[src/rtl/fa_4bit_pkg.sv]
// Purpose: shared width constant and nibble type for the 4-bit adder slice.
// Latency: n/a (package only).
// Backpressure: n/a (package only).
package fa_4bit_pkg;

  localparam int FA_WIDTH = 4;

  typedef logic [FA_WIDTH-1:0] nibble_t;

endpackage : fa_4bit_pkg

[src/rtl/fa_4bit_full_adder.sv]
// Purpose: single-bit full adder cell, one link of the ripple carry chain.
// Latency: purely combinational, zero cycles.
// Backpressure: none; output follows the inputs continuously.
//
// Ports:
//   a, b  - operand bits
//   cin   - carry into this bit
//   s     - sum bit
//   cout  - carry out of this bit
module full_adder (
  input  logic a,
  input  logic b,
  input  logic cin,
  output logic s,
  output logic cout
);

  logic w_p;  // propagate term; reused by both sum and carry

  assign w_p  = a ^ b;
  assign s    = w_p ^ cin;
  assign cout = (a & b) | (cin & w_p);

endmodule : full_adder

[src/rtl/fa_4bit.sv]
// Purpose: 4-bit ripple-carry adder with carry in/out and a registered copy of the result.
// Latency: sum/carry_out combinational; sum_q/carry_out_q (and flags) one clk cycle.
// Backpressure: none; the output register captures on every rising edge.
//
// Ports:
//   in1, in2     - unsigned addends (two's-complement view used for ovf_q)
//   carry_in     - carry into bit 0
//   sum          - combinational sum [3:0]
//   carry_out    - combinational carry out of bit 3
//   clk, rst     - clock and synchronous active-high reset (registered outputs only)
//   sum_q        - sum registered on the rising edge of clk
//   carry_out_q  - carry_out registered on the rising edge of clk
//   ovf_q        - registered signed overflow    (only with FA_4BIT_FLAGS_EN)
//   zero_q       - registered sum == 0 indicator (only with FA_4BIT_FLAGS_EN)
//
// Optional feature macro: FA_4BIT_FLAGS_EN enables the ovf_q/zero_q status flags.
//
// The first five ports are kept in this order so a positional hookup of the
// combinational adder alone remains valid.
module fa_4bit
  import fa_4bit_pkg::*;
(
  input  nibble_t in1,
  input  nibble_t in2,
  input  logic    carry_in,
  output nibble_t sum,
  output logic    carry_out,
  input  logic    clk,
  input  logic    rst,
  output nibble_t sum_q,
  output logic    carry_out_q
`ifdef FA_4BIT_FLAGS_EN
  ,
  output logic    ovf_q,
  output logic    zero_q
`endif
);

  // w_carry[i] is the carry into bit i; w_carry[FA_WIDTH] is the final carry out.
  logic [FA_WIDTH:0] w_carry;

  assign w_carry[0] = carry_in;

  for (genvar g = 0; g < FA_WIDTH; g++) begin : g_cell
    full_adder u_fa (
      .a    (in1[g]),
      .b    (in2[g]),
      .cin  (w_carry[g]),
      .s    (sum[g]),
      .cout (w_carry[g+1])
    );
  end

  assign carry_out = w_carry[FA_WIDTH];

  // Output register: reset wins over capture, no enable.
  nibble_t r_sum_q;
  logic    r_carry_out_q;

  always_ff @(posedge clk) begin
    if (rst) begin
      r_sum_q       <= '0;
      r_carry_out_q <= 1'b0;
    end else begin
      r_sum_q       <= sum;
      r_carry_out_q <= carry_out;
    end
  end

  assign sum_q       = r_sum_q;
  assign carry_out_q = r_carry_out_q;

`ifdef FA_4BIT_FLAGS_EN
  // Signed overflow: carry into the sign bit differs from carry out of it.
  logic w_ovf;
  // Zero looks only at the 4 sum bits, so 8+8 reports zero despite the carry.
  logic w_zero;
  logic r_ovf_q;
  logic r_zero_q;

  assign w_ovf  = w_carry[FA_WIDTH-1] ^ w_carry[FA_WIDTH];
  assign w_zero = (sum == '0);

  always_ff @(posedge clk) begin
    if (rst) begin
      r_ovf_q  <= 1'b0;
      r_zero_q <= 1'b0;
    end else begin
      r_ovf_q  <= w_ovf;
      r_zero_q <= w_zero;
    end
  end

  assign ovf_q  = r_ovf_q;
  assign zero_q = r_zero_q;
`endif

endmodule : fa_4bit

[config.mk]
export PLATFORM = sky130hd
export DESIGN_NAME = fa_4bit
export DESIGN_NICKNAME = d
export VERILOG_FILES = /design/src/rtl/fa_4bit_pkg.sv /design/src/rtl/fa_4bit_full_adder.sv /design/src/rtl/fa_4bit.sv
export SDC_FILE = /design/constraint.sdc
export NUM_CORES = 1
export LEC_CHECK = 0
export CAP_MARGIN = 30
export CORE_AREA = 8 8 45 47
export DETAILED_ROUTE_END_ITERATION = 10
export DIE_AREA = 0 0 53 55
export MAX_ROUTING_LAYER = met4
export PLACE_DENSITY = 0.63
export SYNTH_ARGS = -nofsm -noshare
export SYNTH_HDL_FRONTEND = slang
export SYNTH_SLANG_ARGS = --single-unit
[constraint.sdc]
create_clock -name clk -period 2.1 [get_ports clk]
set_input_delay 0.21 -clock clk [delete_from_list [all_inputs] [get_ports clk]]
set_output_delay 0.21 -clock clk [all_outputs]
set_load 0.02 [all_outputs]
* Yosys cells after proc, flatten, opt, wreduce, memory -nomap -nowiden
Cells that the tools add are included.
Widths: inputs -> output; s select.
** Cells by class
- Bitwise operators :: 20
** Operators with widths (number)
- $and 1x1->1 :: 8
- $xor 1x1->1 :: 8
- $or 1x1->1 :: 4
** Storage, ports and cells
- Register bits after elaboration :: 5
- Output and inout bits :: 10
- Logic and storage cells :: 22

* Depth between registers and ports, before layout
Gate-level depths: netlist (run 1).
- Depth in word-level cells :: 9
- Depth in mapped cells :: 9
- Depth with buffers taken out :: 8

* Cells and area by module
A second synthesis (run 1) with hierarchy kept.
** Second synthesis, totals
- Cells, all modules :: 14
- Area total of the unflattened synthesis :: 211.5 sq um
** Modules (own cells, without submodules)
- fa_4bit :: times used 1, cells each 10, area an instance 131.4 sq um, sequential area each 100.1 sq um
- full_adder :: times used 4, cells each 1, area an instance 20.0 sq um, sequential area each 0.0 sq um

* Worst setup path before layout (run 1)
OpenSTA, ideal clock, no wires.
- Path type :: input-to-output
- Start point :: input port in1[0]
- End point :: output port sum[3]
- Arrival :: 1.857 ns
- Setup slack :: 0.033 ns
- Stages :: 9
- Path buffers :: 1
- Path through :: inv_1 -> fa_1 -> inv_1 -> fa_1 -> fa_1 -> inv_1 -> fa_1 -> inv_1 -> buf_4
** Between the ends
- Longest elaborated chain between the ends :: 8
- Elaborated cells between the ends (all ways) :: 9
- Those cells by class :: bitwise: 9
** Ends and longest elaborated chain
- start, declared :: line fa_4bit.sv:23 : input nibble_t in1,
- $xor 1x1->1 :: line fa_4bit_full_adder.sv:20 : assign w_p = a ^ b;
- $and 1x1->1 :: line fa_4bit_full_adder.sv:22 : assign cout = (a & b) | (cin & w_p);
- $or 1x1->1 (*) :: line fa_4bit_full_adder.sv:22
- $and 1x1->1 (*) :: line fa_4bit_full_adder.sv:22
- $or 1x1->1 (*) :: line fa_4bit_full_adder.sv:22
- $and 1x1->1 (*) :: line fa_4bit_full_adder.sv:22
- $or 1x1->1 (*) :: line fa_4bit_full_adder.sv:22
- $xor 1x1->1 (*) :: line fa_4bit_full_adder.sv:21 : assign s = w_p ^ cin;
- end, declared :: line fa_4bit.sv:26 : output nibble_t sum,
Every way passes the cells marked *; elsewhere a longest branch is shown, timed or not.

* Worst setup path after layout (run 1)
Ends and elaborated chain as after synthesis.

==> flow_metrics.tcl, run 1 <==
set metrics [dict create \
    dp_hpwl_um 542 \
    dp_slack_ns -0.938 \
    drive_gt1_share_pct 37.3 \
    syn-instance-count 28 \
    drv_slew 0 \
    start_kind "input pin" \
    final_cell_mix "clkdlybuf4s50_1 (12), inv_1 (5), dfxtp_1 (5), buf_6 (4)" \
    slowest_stage "fa_1" \
    wirelength_um 586 \
    ir_worst_vdd_mv 0.168 \
    tns_ns -0.0106 \
    p_leak_uw 0.000246 \
    top_layer "met3" \
    ys_seq_area_share_pct 36.9 \
    via_count 224 \
    cts.sinks 5 \
    status "finished with violations" \
    relSlewSlack_pct 84.9 \
    cp_cell_sequence "buf_6, inv_4, fa_2, inv_2, fa_2, fa_2, inv_2, fa_1, inv_1, buf_6" \
    wl_met3_um 57 \
    syn_avg_cell_area_um2 9.70 \
    dieHeight_um 55 \
    initial_utilization_pct 19.6 \
    min_path_cells 4 \
    drtIter0Drc 0 \
    grt_pass1_wl_um 1030 \
    viasPerCell 3.34 \
    fillers 147 \
    min_to "sum_q[0]$_SDFF_PP0_" \
    crit_type "input pin to output port" \
    min-delay-start "in2[0]" \
    cts_tree "yes" \
    setup_slack_ns -0.0106 \
    gp_congestion 0.603 \
    critPathCaptureType "output port" \
    yosys.cell_types.count 6 \
    critPathMaxStageDelay_ns 0.41 \
    crit_top_cell "fa_2" \
    grt_max_degree 6 \
    syn_area_um2 272 \
    cp.required_ns 1.89 \
    cts_hold_buffers 0 \
    io_buffers 20 \
    final_common_cell "clkdlybuf4s50_1" \
    finalNetCount 67 \
    crit_fanout 2 \
    final_hold_viol_count 0 \
    htreeDepth 1 \
    routedWlPerCell_um 8.75 \
    p_per_area_mw_per_mm2 711 \
    antenna_found_initial 0 \
    period_share_pct 101 \
    die_area_mm2 0.00292 \
    clk_pin_slew_ns 0.04 \
    cts_root_buffer "clkbuf_4" \
    rsz0062_at_grt "yes" \
    first_global_vias 271 \
    cts_buffers 3 \
    violations "setup timing" \
    tightest_slew_ns 0.225 \
    die_w_um 53 \
    wl_met1_um 204 \
    critical_path_arrival_ns 1.90 \
    fmax_mhz 474 \
    antenna_cells 0 \
    core_area_mm2 0.00138 \
    fin_crit_ns 2.11 \
    io_pins 21 \
    cts_buffer_depth 2 \
    maxCapViolations 0 \
    wl_met2_um 324 \
    ys_ff_latch 5 \
    area_growth_pct 91.2 \
    syn_nets 43 \
    gr-total-overflow 0 \
    drc 0 \
    setup_viol 1 \
    hp-class "input pin to register" \
    rows 14 \
    grt.total_usage_pct 5.38 \
    drt-pass1-iter-count 1 \
    antenna_left 0 \
    yosysWarningCount 0 \
]
## per-layer routing
metal / up-vias / global-route usage, %
met5: - / -
met4: 0 / 7.76
met3: 0 / 1.60
met2: 13 / 8.01
met1: 96 / 4.62
li1: 115 / -
## layout make-up
cell class | count | area, um^2 | share of cell area, %
clock buffers | 4 | 26.3 | 5.06
repair buffers | 23 | 219 | 42.2
flip-flops and latches | 5 | 100 | 19.3
inverters | 10 | 42.5 | 8.19
multi-input cells | 9 | 111 | 21.4
well taps | 16 | 20.0 | 3.86
## sequential cells by signal (all words and copies together), names as in the netlist
name         flops
carry_out_q      1
sum_q            4
## where the power goes
group | switching, uW | internal (uW) | total, uW | leakage, uW
combinational | 70.4 | 83.6 | 154 | 0.000189
clock | 35.3 | 71.6 | 107 | 0.0000150
sequential | 2.41 | 106 | 109 | 0.0000417
total | 108 | 261 | 369 | 0.000246
## metrics by stage
stage	util (%)	area [um^2]	total power (uW)	hold slack, ns	std cells
finish	37.5	519	369	0.386	67
global route	37.5	519	393	0.410	67
CTS	37.5	519	381	0.383	67
detailed placement	34.4	477	262	0.845	62
global placement	34.4	477	260	0.836	62
floorplan	-	272	193	0.277	28
## timing repair
action	4_1_cts	5_1_grt
buffers inserted	1	0
hold endpoints to repair	0	0
gates resized for setup	36	0
setup endpoints to repair	5	3
pin swaps	4	3
cloned	0	0
## critical path, delay by kind of cell
| kind | cells | cell delay (ns) |
|---|---|---|
| buffers and inverters | 6 | 0.43 |
| adders and majority gates | 4 | 1.27 |
## cells in the mapped netlist
cell     instances  area share, %
buf_4            4             11
inv_1           10             14
nor2b_1          2            4.6
dfxtp_1          5             37
fa_1             4             29
nor2_1           3            4.1
## cells by family (layout without fill, tap and decap cells)
| group | after synthesis | count (layout) | synth area share [%] |
|---|---|---|---|
| buffers and inverters | 14 | 37 | 24.9 |
| AND/OR/NAND/NOR | 5 | 5 | 8.75 |
| flip-flops | 5 | 5 | 36.9 |
| adder cells (fa/ha/maj) | 4 | 4 | 29.5 |
## worst max-delay path by stage
| stage | startpoint | end | slack [ns] | cells past startpoint |
|---|---|---|---|---|
| after detailed placement | in2[0] | sum[3] | -0.94 | 10 |
| final | in1[0] | sum[3] | -0.01 | 10 |
| after floorplan | in1[0] | sum[3] | 0.03 | 9 |
| after CTS | in1[0] | sum[3] | -0.09 | 10 |
| after global placement | in1[0] | sum[3] | -0.91 | 10 |
| after global routing | in1[0] | sum[3] | -0.09 | 10 |
Power figures use the tool's default switching activity.
==> inputs of run 2 (changes only) <==
- CAP_MARGIN: 30 -> 0
- SETUP_SLACK_MARGIN: default -> 0.3
==> run 2 against run 1 <==
The run still ends with setup timing left. First-iteration DRC count unchanged. Fmax fell by 1.0%. Global-route usage is 0.18 points higher. Via count decreased by 3.6%. Cell count is 3.0% lower. Largest power group unchanged. Critical path depth unchanged.
==> flow_metrics.tcl, run 2 (synthesis results as in run 1) <==
set metrics [dict create \
    via_count 216 \
    setup_slack_ns -0.0326 \
    first_global_vias 269 \
    cts_setup_buffers 0 \
    final_cell_mix "clkdlybuf4s50_1 (11), dfxtp_1 (5), buf_6 (5), inv_1 (4)" \
    maxCapViolations 0 \
    critPathCaptureType "output port" \
    critical_path_arrival_ns 1.92 \
    drive_gt1_share_pct 38.8 \
    fin_crit_ns 2.13 \
    viasPerCell 3.32 \
    clk_pin_slew_ns 0.04 \
    drtIter0Drc 0 \
    dp_slack_ns -0.888 \
    hp-class "input pin to register" \
    antenna_cells 0 \
    drc 0 \
    antenna_found_initial 0 \
    drt-pass1-iter-count 1 \
    fmax_mhz 469 \
    violations "setup timing" \
    cts_tree "yes" \
    wirelength_um 608 \
    cts_buffer_depth 2 \
    status "finished with violations" \
    grt_pass1_wl_um 1040 \
    cp_cell_sequence "buf_6, inv_4, fa_2, inv_2, fa_2, fa_2, inv_2, fa_1, inv_1, buf_6" \
    die_area_mm2 0.00292 \
    area_growth_pct 88.0 \
    critPathMaxStageDelay_ns 0.42 \
    p_per_area_mw_per_mm2 717 \
    grt.total_usage_pct 5.55 \
    start_kind "input pin" \
    cts.sinks 5 \
    dieHeight_um 55 \
    gp_congestion 0.584 \
    final_hold_viol_count 0 \
    crit_fanout 2 \
    ir_worst_vdd_mv 0.180 \
    tightest_slew_ns 0.218 \
    period_share_pct 102 \
    cp.required_ns 1.89 \
    finalNetCount 65 \
    cts_buffers 3 \
    relSlewSlack_pct 85.4 \
    cts_hold_buffers 0 \
    setup_viol 1 \
    grt_max_degree 6 \
    antenna_left 0 \
    core_area_mm2 0.00138 \
    fillers 143 \
    crit_type "input pin to output port" \
    final_common_cell "clkdlybuf4s50_1" \
    drv_slew 0 \
    slowest_stage "fa_1" \
    rows 14 \
    crit_top_cell "fa_2" \
    die_w_um 53 \
    rsz0062_at_grt "yes" \
    initial_utilization_pct 19.6 \
    dp_hpwl_um 528 \
    largest_reg_flops 4 \
    cts_root_buffer "clkbuf_4" \
    utilization_pct 36.9 \
    gr-total-overflow 0 \
    p_leak_uw 0.000238 \
    htreeDepth 1 \
    io_pins 21 \
    routedWlPerCell_um 9.35 \
    io_buffers 20 \
]
[run 2: changes by cell type in the layout (fill, tap and decap cells not counted), sizes merged]
cell           before  now
buf                 8    7
clkdlybuf4s50      12   11
[run 2: stage by stage]
step | hold WS, ns | instances | instance area (um^2) | TNS (ns) | total power, uW
2_1_floorplan | 0.277 | 28 | 280 | 0 | 199
3_3_place_gp | 0.842 | 61 | 474 | -2.87 | 257
3_5_place_dp | 0.848 | 61 | 474 | -3.04 | 259
4_1_cts | 0.390 | 65 | 508 | -0.0875 | 375
5_1_grt | 0.390 | 65 | 510 | -0.117 | 392
6_report | 0.390 | 65 | 510 | -0.0326 | 366
[run 2: repair_timing]
item,in CTS,in global routing
pin swaps,4,4
resized for setup,40,1
setup endpoints to repair,8,3
[run 2: power breakdown]
| group | internal (uW) | leakage [uW] | switching, uW |
|---|---|---|---|
| clock network | 71.7 | 0.0000150 | 36.8 |
| logic | 78.2 | 0.000182 | 71.0 |
| registers | 106 | 0.0000417 | 2.15 |
[run 2: cell type report]
cell class	count	area (um^2)	share of cell area [%]
repair buffers	21	208	40.7
multi-input cells	9	111	21.8
flip-flops and latches	5	100	19.6
inverters	10	45.0	8.82
clock buffers	4	26.3	5.15
well taps	16	20.0	3.92
[run 2: routing by layer]
layer  track usage (%)  vias up  share of wire, %
li1                  -      111                 -
met1              4.17       92                35
met2              9.18       13                56
met3              1.60        0               8.2
met4              7.76        0                 0
met5                 -        -                 0
[run 2: final timing paths]
check | endpoint | start | depth (start not counted) | slack [ns]
max | sum[3] | in1[0] | 10 | -0.03
min | sum_q[0]$_SDFF_PP0_ | carry_in | 4 | 0.39
[run 2: worst max-delay path: cells and delay by family]
family / cells / cell delay, ns
buffers and inverters: 6 / 0.43
adder cells (fa/ha/maj): 4 / 1.28
==> inputs of run 3 (changes only) <==
- HOLD_SLACK_MARGIN: default -> 0.02
==> results of run 3 <==
Final layout, timing and power as in run 2 (identical DEF).
